## src/rtl/sseg_banner_scanner_if.sv

```systemverilog
// Display-side bundle for sseg_banner_scanner.
//   master: drives div_clk, load, msg, run; receives an, seg, dp, step.
//   slave : the scanner itself.
// Signals:
//   div_clk  divided scan clock, sampled as data in the clk domain
//   load     one-cycle pulse, latches msg into the message buffer
//   msg      5*MSG_LEN bits, char k = msg[5k+4:5k]
//   run      1 = window rotates, 0 = window frozen (scanning continues)
//   an       active-low anode enables, an[0] = rightmost digit
//   seg      active-low segments {g,f,e,d,c,b,a}
//   dp       active-low decimal point, marks the last message character
//   step     one-cycle pulse per window advance
interface sseg_banner_scanner_if #(
  parameter int NUM_DIGITS = 4,
  parameter int MSG_LEN    = 8
);
  logic                   div_clk;
  logic                   load;
  logic [5*MSG_LEN-1:0]   msg;
  logic                   run;
  logic [NUM_DIGITS-1:0]  an;
  logic [6:0]             seg;
  logic                   dp;
  logic                   step;

  modport master (
    output div_clk, load, msg, run,
    input  an, seg, dp, step
  );

  modport slave (
    input  div_clk, load, msg, run,
    output an, seg, dp, step
  );
endinterface

```

## src/rtl/sseg_banner_scanner.sv

```systemverilog
// Multiplexed common-anode seven-segment banner scanner.
// Scans one digit per rising edge of div_clk (edge-detected in the clk
// domain) and shows a NUM_DIGITS-wide window of a MSG_LEN character
// message; the window slides one character every ROT_TICKS scan ticks.
// Ports:
//   clk    system clock
//   reset  asynchronous, active-high
//   bus    sseg_banner_scanner_if.slave (div_clk/load/msg/run in,
//          an/seg/dp/step out)
module sseg_banner_scanner #(
  parameter int NUM_DIGITS = 4,
  parameter int MSG_LEN    = 8,
  parameter int ROT_TICKS  = 2500
) (
  input  logic                   clk,
  input  logic                   reset,
  sseg_banner_scanner_if.slave   bus
);

  localparam int DW = (NUM_DIGITS > 1) ? $clog2(NUM_DIGITS) : 1;
  localparam int MW = (MSG_LEN    > 1) ? $clog2(MSG_LEN)    : 1;
  localparam int RW = (ROT_TICKS  > 1) ? $clog2(ROT_TICKS)  : 1;

  localparam logic [4:0] CODE_BLANK = 5'd16;

  function automatic logic [6:0] seg_decode(input logic [4:0] c);
    logic [6:0] s;
    case (c)
      5'd0:    s = 7'h40;
      5'd1:    s = 7'h79;
      5'd2:    s = 7'h24;
      5'd3:    s = 7'h30;
      5'd4:    s = 7'h19;
      5'd5:    s = 7'h12;
      5'd6:    s = 7'h02;
      5'd7:    s = 7'h78;
      5'd8:    s = 7'h00;
      5'd9:    s = 7'h10;
      5'd10:   s = 7'h08;
      5'd11:   s = 7'h03;
      5'd12:   s = 7'h46;
      5'd13:   s = 7'h21;
      5'd14:   s = 7'h06;
      5'd15:   s = 7'h0E;
      5'd17:   s = 7'h3F;
      default: s = 7'h7F;
    endcase
    return s;
  endfunction

  logic                  div_q;
  logic                  scan_tick;
  logic [4:0]            msg_q [MSG_LEN];

  logic [DW-1:0]         dsel_q,   dsel_d;
  logic [MW-1:0]         offset_q, offset_d;
  logic [RW-1:0]         rot_q,    rot_d;
  logic [NUM_DIGITS-1:0] an_q,     an_d;
  logic [6:0]            seg_q,    seg_d;
  logic                  dp_q,     dp_d;
  logic                  step_q,   step_d;

  logic [MW:0]           idx_sum;
  logic [MW:0]           idx_mod;
  logic [MW-1:0]         idx;

  assign scan_tick = bus.div_clk & ~div_q;

  // offset < MSG_LEN and the digit term is <= NUM_DIGITS-1 <= MSG_LEN-1,
  // so a single conditional subtract implements the modulo.
  always_comb begin
    idx_sum = {1'b0, offset_q} + (MW+1)'(NUM_DIGITS - 1) - (MW+1)'(dsel_q);
    idx_mod = (idx_sum >= (MW+1)'(MSG_LEN)) ? idx_sum - (MW+1)'(MSG_LEN) : idx_sum;
    idx     = idx_mod[MW-1:0];
  end

  always_comb begin
    dsel_d   = dsel_q;
    offset_d = offset_q;
    rot_d    = rot_q;
    an_d     = an_q;
    seg_d    = seg_q;
    dp_d     = dp_q;
    step_d   = 1'b0;

    if (scan_tick) begin
      an_d  = ~(NUM_DIGITS'(1) << dsel_q);
      seg_d = seg_decode(msg_q[idx]);
      dp_d  = (idx == MW'(MSG_LEN - 1)) ? 1'b0 : 1'b1;
      dsel_d = (dsel_q == DW'(NUM_DIGITS - 1)) ? '0 : dsel_q + DW'(1);

      if (bus.run) begin
        if (rot_q == RW'(ROT_TICKS - 1)) begin
          rot_d    = '0;
          offset_d = (offset_q == MW'(MSG_LEN - 1)) ? '0 : offset_q + MW'(1);
          step_d   = 1'b1;
        end else begin
          rot_d = rot_q + RW'(1);
        end
      end
    end

    // Load overrides a same-cycle rotation wrap, including its step pulse.
    if (bus.load) begin
      offset_d = '0;
      rot_d    = '0;
      step_d   = 1'b0;
    end
  end

  always_ff @(posedge clk or posedge reset) begin
    if (reset) begin
      div_q    <= 1'b1;
      dsel_q   <= '0;
      offset_q <= '0;
      rot_q    <= '0;
      an_q     <= '1;
      seg_q    <= 7'h7F;
      dp_q     <= 1'b1;
      step_q   <= 1'b0;
    end else begin
      div_q    <= bus.div_clk;
      dsel_q   <= dsel_d;
      offset_q <= offset_d;
      rot_q    <= rot_d;
      an_q     <= an_d;
      seg_q    <= seg_d;
      dp_q     <= dp_d;
      step_q   <= step_d;
    end
  end

  // A tick coinciding with load still reads the old contents, since the
  // display path reads msg_q before this edge updates it.
  always_ff @(posedge clk or posedge reset) begin
    if (reset) begin
      for (int unsigned k = 0; k < MSG_LEN; k++) msg_q[k] <= CODE_BLANK;
    end else if (bus.load) begin
      for (int unsigned k = 0; k < MSG_LEN; k++) msg_q[k] <= bus.msg[5*k +: 5];
    end
  end

  assign bus.an   = an_q;
  assign bus.seg  = seg_q;
  assign bus.dp   = dp_q;
  assign bus.step = step_q;

endmodule

```

## src/flat_wrapper.sv

```systemverilog
// flat-port wrapper written by rule: the top's interface ports become plain ports
module sseg_banner_scanner_flat 
#(
  parameter int NUM_DIGITS = 4,
  parameter int MSG_LEN    = 8,
  parameter int ROT_TICKS  = 2500
)
  (clk, reset, bus_div_clk, bus_load, bus_msg, bus_run, bus_an, bus_seg, bus_dp, bus_step);
  sseg_banner_scanner_if #(.NUM_DIGITS(NUM_DIGITS), .MSG_LEN(MSG_LEN)) bus_i ();
  input  logic clk;
  input  logic reset;
  input wire logic [$bits(bus_i.div_clk)-1:0] bus_div_clk;
  input wire logic [$bits(bus_i.load)-1:0] bus_load;
  input wire logic [$bits(bus_i.msg)-1:0] bus_msg;
  input wire logic [$bits(bus_i.run)-1:0] bus_run;
  output wire logic [$bits(bus_i.an)-1:0] bus_an;
  output wire logic [$bits(bus_i.seg)-1:0] bus_seg;
  output wire logic [$bits(bus_i.dp)-1:0] bus_dp;
  output wire logic [$bits(bus_i.step)-1:0] bus_step;
  assign bus_i.div_clk = bus_div_clk;
  assign bus_i.load = bus_load;
  assign bus_i.msg = bus_msg;
  assign bus_i.run = bus_run;
  assign bus_an = bus_i.an;
  assign bus_seg = bus_i.seg;
  assign bus_dp = bus_i.dp;
  assign bus_step = bus_i.step;
  sseg_banner_scanner #(.NUM_DIGITS(NUM_DIGITS), .MSG_LEN(MSG_LEN), .ROT_TICKS(ROT_TICKS)) u_core (.clk(clk), .reset(reset), .bus(bus_i));
endmodule
```

## config.mk

```make
export PLATFORM = sky130hd
export DESIGN_NAME = sseg_banner_scanner_flat
export DESIGN_NICKNAME = d
export VERILOG_FILES = /design/src/rtl/sseg_banner_scanner_if.sv /design/src/rtl/sseg_banner_scanner.sv /design/src/flat_wrapper.sv
export SDC_FILE = /design/constraint.sdc
export NUM_CORES = 1
export LEC_CHECK = 0
export CAP_MARGIN = 10
export CORE_MARGIN = 4
export CORE_UTILIZATION = 53
export DETAILED_ROUTE_END_ITERATION = 10
export PLACE_DENSITY = 0.79
export SLEW_MARGIN = 20
export SYNTH_ARGS = -nofsm -noshare
export SYNTH_HDL_FRONTEND = slang
export SYNTH_SLANG_ARGS = --single-unit
```

## constraint.sdc

```tcl
create_clock -name clk -period 3.8 [get_ports clk]
set_input_delay 1.14 -clock clk [delete_from_list [all_inputs] [get_ports clk]]
set_output_delay 1.14 -clock clk [all_outputs]
set_load 0.005 [all_outputs]
```

==> impl_metrics.ini, run 1 <==
[global_routing]
track_usage_pct = 18.8
grt-ovfl-total = 0
grt_max_degree = 48
grt_first_pass_wirelength_um = 12200
grt_antenna_before_repair = 0
grt_pass1_vias = 2528

[detailed_routing]
num_vias = 2340
wl_um = 6930
firstDrtPassIters = 4
wl_per_cell_um = 16.5
postRouteAntennaNets = 0
drc_errors = 0
vias_per_cell = 5.58
drt_iter0_markers = 188

[cts]
cts_tree = yes
clk_pin_slew_worst_paths_ns = 0.07
ctsHoldBuffers = 0
cts_made_buffers = 9
postCtsSetupRepairBufs = 0
clockRootBuffer = clkbuf_8
cts.sinks = 71
cts_resized = 0
clk_path_buf_depth = 2
cts_htree_levels = 3
clock_latency_ns = 0.34

[floorplanning]
die_x_um = 90.0
initial_core_util_pct = 55.5
row_count = 29
die_h_um = 90.0
core_area_um2 = 6420
io_pins = 58
dieArea_um2 = 8100

[synth]
syn_nets = 336
yosysTopAreaCell = dfrtp_1
synth_top_area_share_pct = 35.1
synth_ff_type = dfrtp_1
synthesis.area_um2 = 3560
yosysUniqueCellTypes = 48
synth_edf_count = 0
synth_warnings = 0
synth_cells = 275
postSynth.asyncResetShare_pct = 100
yosys-top-cells-count = dfrtp_1, mux2_2, dfstp_2
yosysSeqAreaShare_pct = 50.6
ys_ff_latch = 71
yosys-top-cells-area = dfrtp_1, dfstp_2, mux2_2, mux4_2, ha_1
syn_area_per_cell_um2 = 13.0
yosysMostFrequentCell = dfrtp_1

[power]
share_seq_of_total_power_pct = 41.7
pwr-share-comb_pct = 34.5
internal_power_mw = 1.60
ir_drop_mv = 0.390
power.switching_mw = 0.684
p_sw_share_pct = 29.9
p_clk_share_pct = 23.8
power_density_nw_per_um2 = 520
leakagePower_nw = 1.86
power_mw = 2.29

[sta]
max_freq_mhz = 302
worst_hold_slack_ns = 0.458
finalCritPeriodShare_pct = 87.2
worstMarginPinSlew_ns = 0.703
fin_setup_tns_ns = 0
slew_violations = 0
setup_viol = 0
hold_violations = 0
setup_ws_ns = 0.486
min_period_ns = 3.31
maxSlewHeadroom_pct = 53.0
rsz0062_at_grt = no
skew_ns = 0.00381

[setup_path]
worstSetupPathType = reg -> reg
required_ns = 4.08
reg2reg_to = u_core.bus.seg[3]
max_stage_delay_ns = 0.56
worstPathCellList = inv_1 > ha_1 > ha_1 > mux4_2 > mux2i_2 > inv_1 > ha_1 > mux4_2 > o22a_1
rrSetupSlack_ns = 0.49
cp-end-kind = flip-flop
rr_worst_depth = 9
critPathMaxFanout = 7
cp-start-kind = flip-flop
slowest_stage = mux4_2
cp_common_cell = ha_1
r2r_start = u_core.dsel_q[1]
arrival_ns = 3.59

[run_status]
status = completed

[placed_design]
place.port_buffers = 57
place_ws_ns = 0.481
dpl.cell_count = 403
hpwl_um = 5160
gp_congestion = 0.858
placed_area_um2 = 4220

[hold_path]
worstHoldEndpoint = u_core.bus.dp
holdCritPathClass = reg -> reg
hp-start = u_core.bus.dp
holdPathStages = 2

[final_layout]
syn_to_final_growth_pct = 23.4
final_area_um2 = 4400
drive_gt1_share_pct = 29.8
nets = 398
diodes = 0
instances_no_fill = 419
fin_util_pct = 68.5

[job]
cap_violations = 0
## cell usage in the layout, fill, tap and decap left out, types with 3 or more instances in the layout
| master | Yosys | layout |
|---|---|---|
| mux4_2 | 10 | 10 |
| dfstp_2 | 21 | 21 |
| dfrtp_1 | 50 | 50 |
| nor2_1 | 19 | 19 |
| inv_1 | 7 | 6 |
| ha_1 | 16 | 16 |
| a21oi_1 | 10 | 10 |
| nor3_1 | 3 | 3 |
| xnor2_1 | 5 | 5 |
| mux2i_1 | 4 | 4 |
| mux2_2 | 43 | 43 |
| xor2_1 | 5 | 5 |
| buf_4 | 1 | 4 |
| or3_1 | 3 | 3 |
| nand3_1 | 11 | 11 |
| clkbuf_8 | 0 | 11 |
| clkdlybuf4s50_1 | 0 | 56 |
| and3_1 | 4 | 4 |
| o21ai_0 | 8 | 8 |
| nand2_1 | 13 | 13 |
## cell families after synthesis
group / synth area share (%)
mux: 23.6
compound gates: 5.69
flops: 50.6
buf+inv: 2.25
simple gates: 9.06
xor+xnor: 3.20
fa+ha+maj: 5.62
## routing by layer
metal  vias up  part of all wire (%)  GRT usage [%]
met5         -                     0              0
met4         0                   1.6           5.99
met1      1148                    45           24.8
li1       1124                     -              -
met2        56                    49           30.0
met3        12                   5.0           5.43
## sequential cells by signal, indices dropped and copies added, names as in the netlist
signal / count
u_core.rot_q: 12
u_core.div_q: 1
u_core.offset_q: 3
u_core.bus.seg: 7
u_core.bus.step: 1
u_core.msg_q: 40
u_core.bus.an: 4
u_core.bus.dp: 1
u_core.dsel_q: 2
## worst max path at each step
stage	start	end	slack [ns]	cells past startpoint
after floorplan	u_core.dsel_q[1]	u_core.bus.seg[3]	0.72	10
after global placement	u_core.dsel_q[1]	u_core.bus.seg[3]	0.59	9
after detailed placement	u_core.dsel_q[1]	u_core.bus.seg[3]	0.48	9
after CTS	u_core.dsel_q[1]	u_core.bus.seg[3]	0.49	9
after global routing	u_core.dsel_q[1]	u_core.bus.seg[3]	0.26	9
final	u_core.dsel_q[1]	u_core.bus.seg[3]	0.49	9
## worst max-delay path: cells and delay by family (launching register included)
kind / cells / cell delay (ns)
compound gates: 1 / 0.17
buf+inv: 2 / 0.25
flops: 1 / 0.40
mux: 3 / 1.43
fa+ha+maj: 3 / 1.00
## power groups by stage
stage	registers [mW]	clock network (mW)	logic, mW
global placement	0.961	0	0.787
global route	0.966	0.597	0.881
detailed placement	0.967	0	0.798
finish	0.952	0.544	0.790
floorplan	0.956	0	0.546
CTS	0.954	0.559	0.802
## cell type report
class / count / area, µm²
clock buffers: 13 / 159
clock inverters: 3 / 17.5
fillers: 485 / 2020
inverters: 7 / 26.3
multi-input cells: 186 / 1680
flip-flops and latches: 71 / 1800
well taps: 77 / 96.3
repair buffers: 62 / 616
(Power assumes the default switching activity.)
==> inputs of run 2 (changes only) <==
--- a/config.mk
+++ b/config.mk
@@ -6,5 +6,4 @@
 export NUM_CORES = 1
 export LEC_CHECK = 0
-export CAP_MARGIN = 10
 export CORE_MARGIN = 4
 export CORE_UTILIZATION = 53
==> constraint.sdc (replaced) <==
create_clock -name clk -period 3.8 [get_ports clk]
set_input_delay 0.76 -clock clk [delete_from_list [all_inputs] [get_ports clk]]
set_output_delay 0.76 -clock clk [all_outputs]
set_load 0.005 [all_outputs]
==> run 2 against run 1 <==
  * Clock skew up 0.0045 ns
  * Critical path type unchanged
  * First-iteration DRC count down 30%
  * Clock-buffer cell count is 1 lower
  * Routed wire length shrank 3.4%
  * Die area is the same
  * Highest routed layer unchanged
==> impl_metrics.ini, run 2 (synthesis gave the netlist of run 1 again) <==
[power]
ir_drop_mv = 0.283
power_density_nw_per_um2 = 529
leakagePower_nw = 1.86
power_mw = 2.33

[global_routing]
grt-ovfl-total = 0
use_met1_pct = 23.1
grt_first_pass_wirelength_um = 11800
use_met3_pct = 4.34
grt.busiest_layer = met2
met2_usage_pct = 30.0
track_usage_pct = 18.1
grt_max_degree = 48
grt_antenna_before_repair = 0
grt_pass1_vias = 2464

[cts]
clock_latency_ns = 0.34
clockRootBuffer = clkbuf_8
postCtsSetupRepairBufs = 0
cts_resized = 0
cts.sinks = 71
ctsHoldBuffers = 0
clk_pin_slew_worst_paths_ns = 0.07
cts_made_buffers = 9
cts_htree_levels = 3
cts_tree = yes
clk_path_buf_depth = 2

[detailed_routing]
firstDrtPassIters = 4
postRouteAntennaNets = 0
wl_um = 6700
num_vias = 2330
drt_iter0_markers = 131
drc_errors = 0
vias_per_cell = 5.56
wl_per_cell_um = 16.0

[final_layout]
final.fill_count = 471
nets = 398
syn_to_final_growth_pct = 23.5
diodes = 0
layout.area.seq_um2 = 1800
drive_gt1_share_pct = 29.8
instances_no_fill = 419
multi_input_area_um2 = 1680
final_cell_mix = clkdlybuf4s50_1, dfrtp_1, mux2_2, dfstp_2, nor2_1
final_area_um2 = 4400
largest_reg_flops = 40
largest_register = u_core.msg_q
mostFrequentLayoutCell = clkdlybuf4s50_1

[sta]
fin_setup_tns_ns = 0
rsz0062_at_grt = no
slew_violations = 0
maxSlewHeadroom_pct = 48.8
skew_ns = 0.00835
hold_violations = 0
setup_viol = 0
max_freq_mhz = 299
finalCritPeriodShare_pct = 87.9
min_period_ns = 3.34
worstMarginPinSlew_ns = 0.766

[floorplanning]
die_x_um = 90.0
core_area_um2 = 6420
die_h_um = 90.0
io_pins = 58
dieArea_um2 = 8100
initial_core_util_pct = 55.5
row_count = 29

[setup_path]
max_stage_delay_ns = 0.56
required_ns = 4.06
worstSetupPathType = reg -> reg
crit_buf_inv = 2
cp-end-kind = flip-flop
arrival_ns = 3.60
crit_cells = 9
critPathTopFamily = multiplexers
slowest_stage = mux4_2
worstPathCellList = inv_1 > ha_1 > ha_1 > mux4_2 > mux2i_2 > inv_1 > ha_1 > mux4_2 > o22a_1
critPathMaxFanout = 8
rr_worst_depth = 9
cp-start-kind = flip-flop
cp_common_cell = ha_1

[run_status]
status = completed

[job]
cap_violations = 0

[placed_design]
gp_congestion = 0.921
placed_area_um2 = 4210
place.port_buffers = 57
hpwl_um = 5040
dpl.cell_count = 403

[hold_path]
holdCritPathClass = reg -> reg
holdPathStages = 2
-- run 2: cell count changes in the layout (fill, tap and decap cells not counted), sizes merged --
cell      previous run  this run
clkbuf              13        12
bufinv               0         1
clkinvlp             1         0
clkinv               2         3
-- run 2: area by class of cell --
type,instances,area share (%)
Multi-Input combinational cell,186,38.2
Tap cell,77,2.19
Inverter,7,0.597
Sequential cell,71,41.0
Clock buffer,12,3.30
Timing Repair Buffer,62,13.7
Clock inverter,4,1.02
-- run 2: worst paths after layout --
check                                  from                end  slack, ns
hold / removal                u_core.bus.dp      u_core.bus.dp       0.45
min in group asynchronous             reset   u_core.msg_q[26]       0.64
setup / recovery           u_core.dsel_q[1]  u_core.bus.seg[3]       0.46
max in group asynchronous             reset      u_core.bus.dp       2.46
setup reg to reg           u_core.dsel_q[1]  u_core.bus.seg[3]       0.46
hold reg to reg               u_core.bus.dp      u_core.bus.dp       0.45
-- run 2: stage by stage --
step | hold WS [ns] | setup slack, ns | util [%]
after global routing | 0.492 | 0.339 | 68.5
final | 0.453 | 0.461 | 68.5
after floorplan | 0.444 | 0.716 | -
after detailed placement | 0.448 | 0.507 | 65.5
after global placement | 0.453 | 0.589 | 65.5
after CTS | 0.458 | 0.471 | 68.5
-- run 2: worst reg2reg max path, stage by stage, from the launching register on --
cell	delay, ns
dfrtp_1	0.40
inv_1	0.13
ha_1	0.25
ha_1	0.50
mux4_2	0.56
mux2i_2	0.36
inv_1	0.13
ha_1	0.27
mux4_2	0.48
o22a_1	0.18
-- run 2: power breakdown --
part | switching [mW] | internal (mW) | total (mW)
combinational | 0.356 | 0.437 | 0.793
clock | 0.263 | 0.318 | 0.581
sequential | 0.0571 | 0.895 | 0.952
-- run 2: per-layer routing --
| metal | up-vias | wire, µm |
|---|---|---|
| met5 | - | 0 |
| met4 | 0 | 106 |
| met3 | 10 | 283 |
| met2 | 53 | 3320 |
| met1 | 1143 | 2990 |
| li1 | 1124 | - |
==> inputs of run 3 (changes only) <==
CORE_MARGIN = 2   (was 4)
==> run 3 against run 2 <==
  * Worst setup slack improved by 0.029 ns
  * Combinational power about the same
  * Sequential share of layout area rose by 0.26 points
  * Clock-buffer cell count rose by 2
  * Largest power group unchanged
==> impl_metrics.ini, run 3 (synthesis gave the netlist of run 1 again) <==
[detailed_routing]
num_vias = 2356
wl_per_cell_um = 16.0
postRouteAntennaNets = 0
firstDrtPassIters = 4
wl_um = 6710
drc_errors = 0
drt_iter0_markers = 92
vias_per_cell = 5.62

[floorplanning]
io_pins = 58
die_x_um = 86.0
dieArea_um2 = 7400
die_h_um = 86.0
initial_core_util_pct = 55.5
row_count = 29
core_area_um2 = 6420

[setup_path]
max_stage_delay_ns = 0.57
worstSetupPathType = reg -> reg
arrival_ns = 3.57
worstPathCellList = inv_1 > ha_1 > ha_1 > mux4_2 > mux2i_2 > inv_1 > ha_1 > mux4_2 > o22a_1
slowest_stage = mux4_2
critPathMaxFanout = 8
cp-start-kind = flip-flop
cp-end-kind = flip-flop
required_ns = 4.06
cp_common_cell = ha_1

[global_routing]
grt_antenna_before_repair = 0
grt_max_degree = 48
grt_first_pass_wirelength_um = 11600
track_usage_pct = 19.9
grt_pass1_vias = 2486
grt-ovfl-total = 0

[final_layout]
largest_register = u_core.msg_q
syn_to_final_growth_pct = 22.7
largest_reg_flops = 40
nets = 398
mostFrequentLayoutCell = clkdlybuf4s50_1
final_cell_mix = clkdlybuf4s50_1, dfrtp_1, mux2_2, dfstp_2, nor2_1
drive_gt1_share_pct = 29.2
diodes = 0

[sta]
rsz0062_at_grt = no
max_freq_mhz = 302
skew_ns = 0.00886
setup_viol = 0
fin_setup_tns_ns = 0
worstMarginPinSlew_ns = 0.806
hold_violations = 0
maxSlewHeadroom_pct = 46.2
slew_violations = 0
finalCritPeriodShare_pct = 87.1
min_period_ns = 3.31
worst_hold_slack_ns = 0.461

[cts]
cts_tree = yes
cts_htree_levels = 3
ctsHoldBuffers = 0
cts_resized = 0
cts_made_buffers = 9
clk_pin_slew_worst_paths_ns = 0.07
clk_path_buf_depth = 2
postCtsSetupRepairBufs = 0
clock_latency_ns = 0.33
cts.sinks = 71
clockRootBuffer = clkbuf_8

[placed_design]
hpwl_um = 5010
place.port_buffers = 57
gp_congestion = 0.858

[run_status]
status = completed

[power]
leakagePower_nw = 1.85
ir_drop_mv = 0.253
power_density_nw_per_um2 = 517

[job]
cap_violations = 0

[hold_path]
holdCritPathClass = reg -> reg
## run 3: cell types whose count changed in the layout (fill, tap and decap cells not counted)
cell,before,now
clkinv_2,3,2
bufinv_16,1,0
clkbuf_1,2,4
## run 3: layer usage
layer	GRT usage, %	wire [µm]
met2	32.2	3230
met3	3.56	252
met4	6.93	92
met5	0	0
met1	27.2	3140
## run 3: final timing paths
path	from	end	slack [ns]	depth (start not counted)
worst min register to register	u_core.bus.dp	u_core.bus.dp	0.46	2
worst min-delay path	u_core.bus.dp	u_core.bus.dp	0.46	2
worst max register to register	u_core.dsel_q[1]	u_core.bus.seg[3]	0.49	9
min in group asynchronous	reset	u_core.msg_q[35]	0.79	2
worst max-delay path	u_core.dsel_q[1]	u_core.bus.seg[3]	0.49	9
max in group asynchronous	reset	u_core.bus.an[0]	2.24	3
## run 3: metrics by stage
step	util (%)	instances	setup WS, ns	instance area [µm²]	power (mW)
6_report	68.1	419	0.490	4370	2.26
5_1_grt	68.1	419	0.295	4370	2.41
4_1_cts	68.1	419	0.469	4370	2.29
3_5_place_dp	65.5	403	0.468	4210	1.77
3_3_place_gp	65.5	403	0.587	4210	1.75
2_1_floorplan	-	275	0.716	3560	1.50
## run 3: cell type report
class | instances | area, µm²
Clock buffer | 14 | 153
Timing Repair Buffer | 62 | 603
Clock inverter | 2 | 10.0
Multi-Input combinational cell | 186 | 1680
Sequential cell | 71 | 1800
Inverter | 7 | 26.3
Tap cell | 77 | 96.3
Fill cell | 487 | 2050
## run 3: critical path, delay by kind of cell (launching register included)
kind	cells	cell delay [ns]
muxes	3	1.42
adders and majority gates	3	1.02
DFF	1	0.40
buffers and inverters	2	0.24
AOI/OAI and AO/OA	1	0.16
## run 3: power by group
part	switching [mW]	total (mW)	internal [mW]
clock network	0.261	0.515	0.254
logic	0.359	0.795	0.436
registers	0.0571	0.952	0.895
total	0.678	2.26	1.58
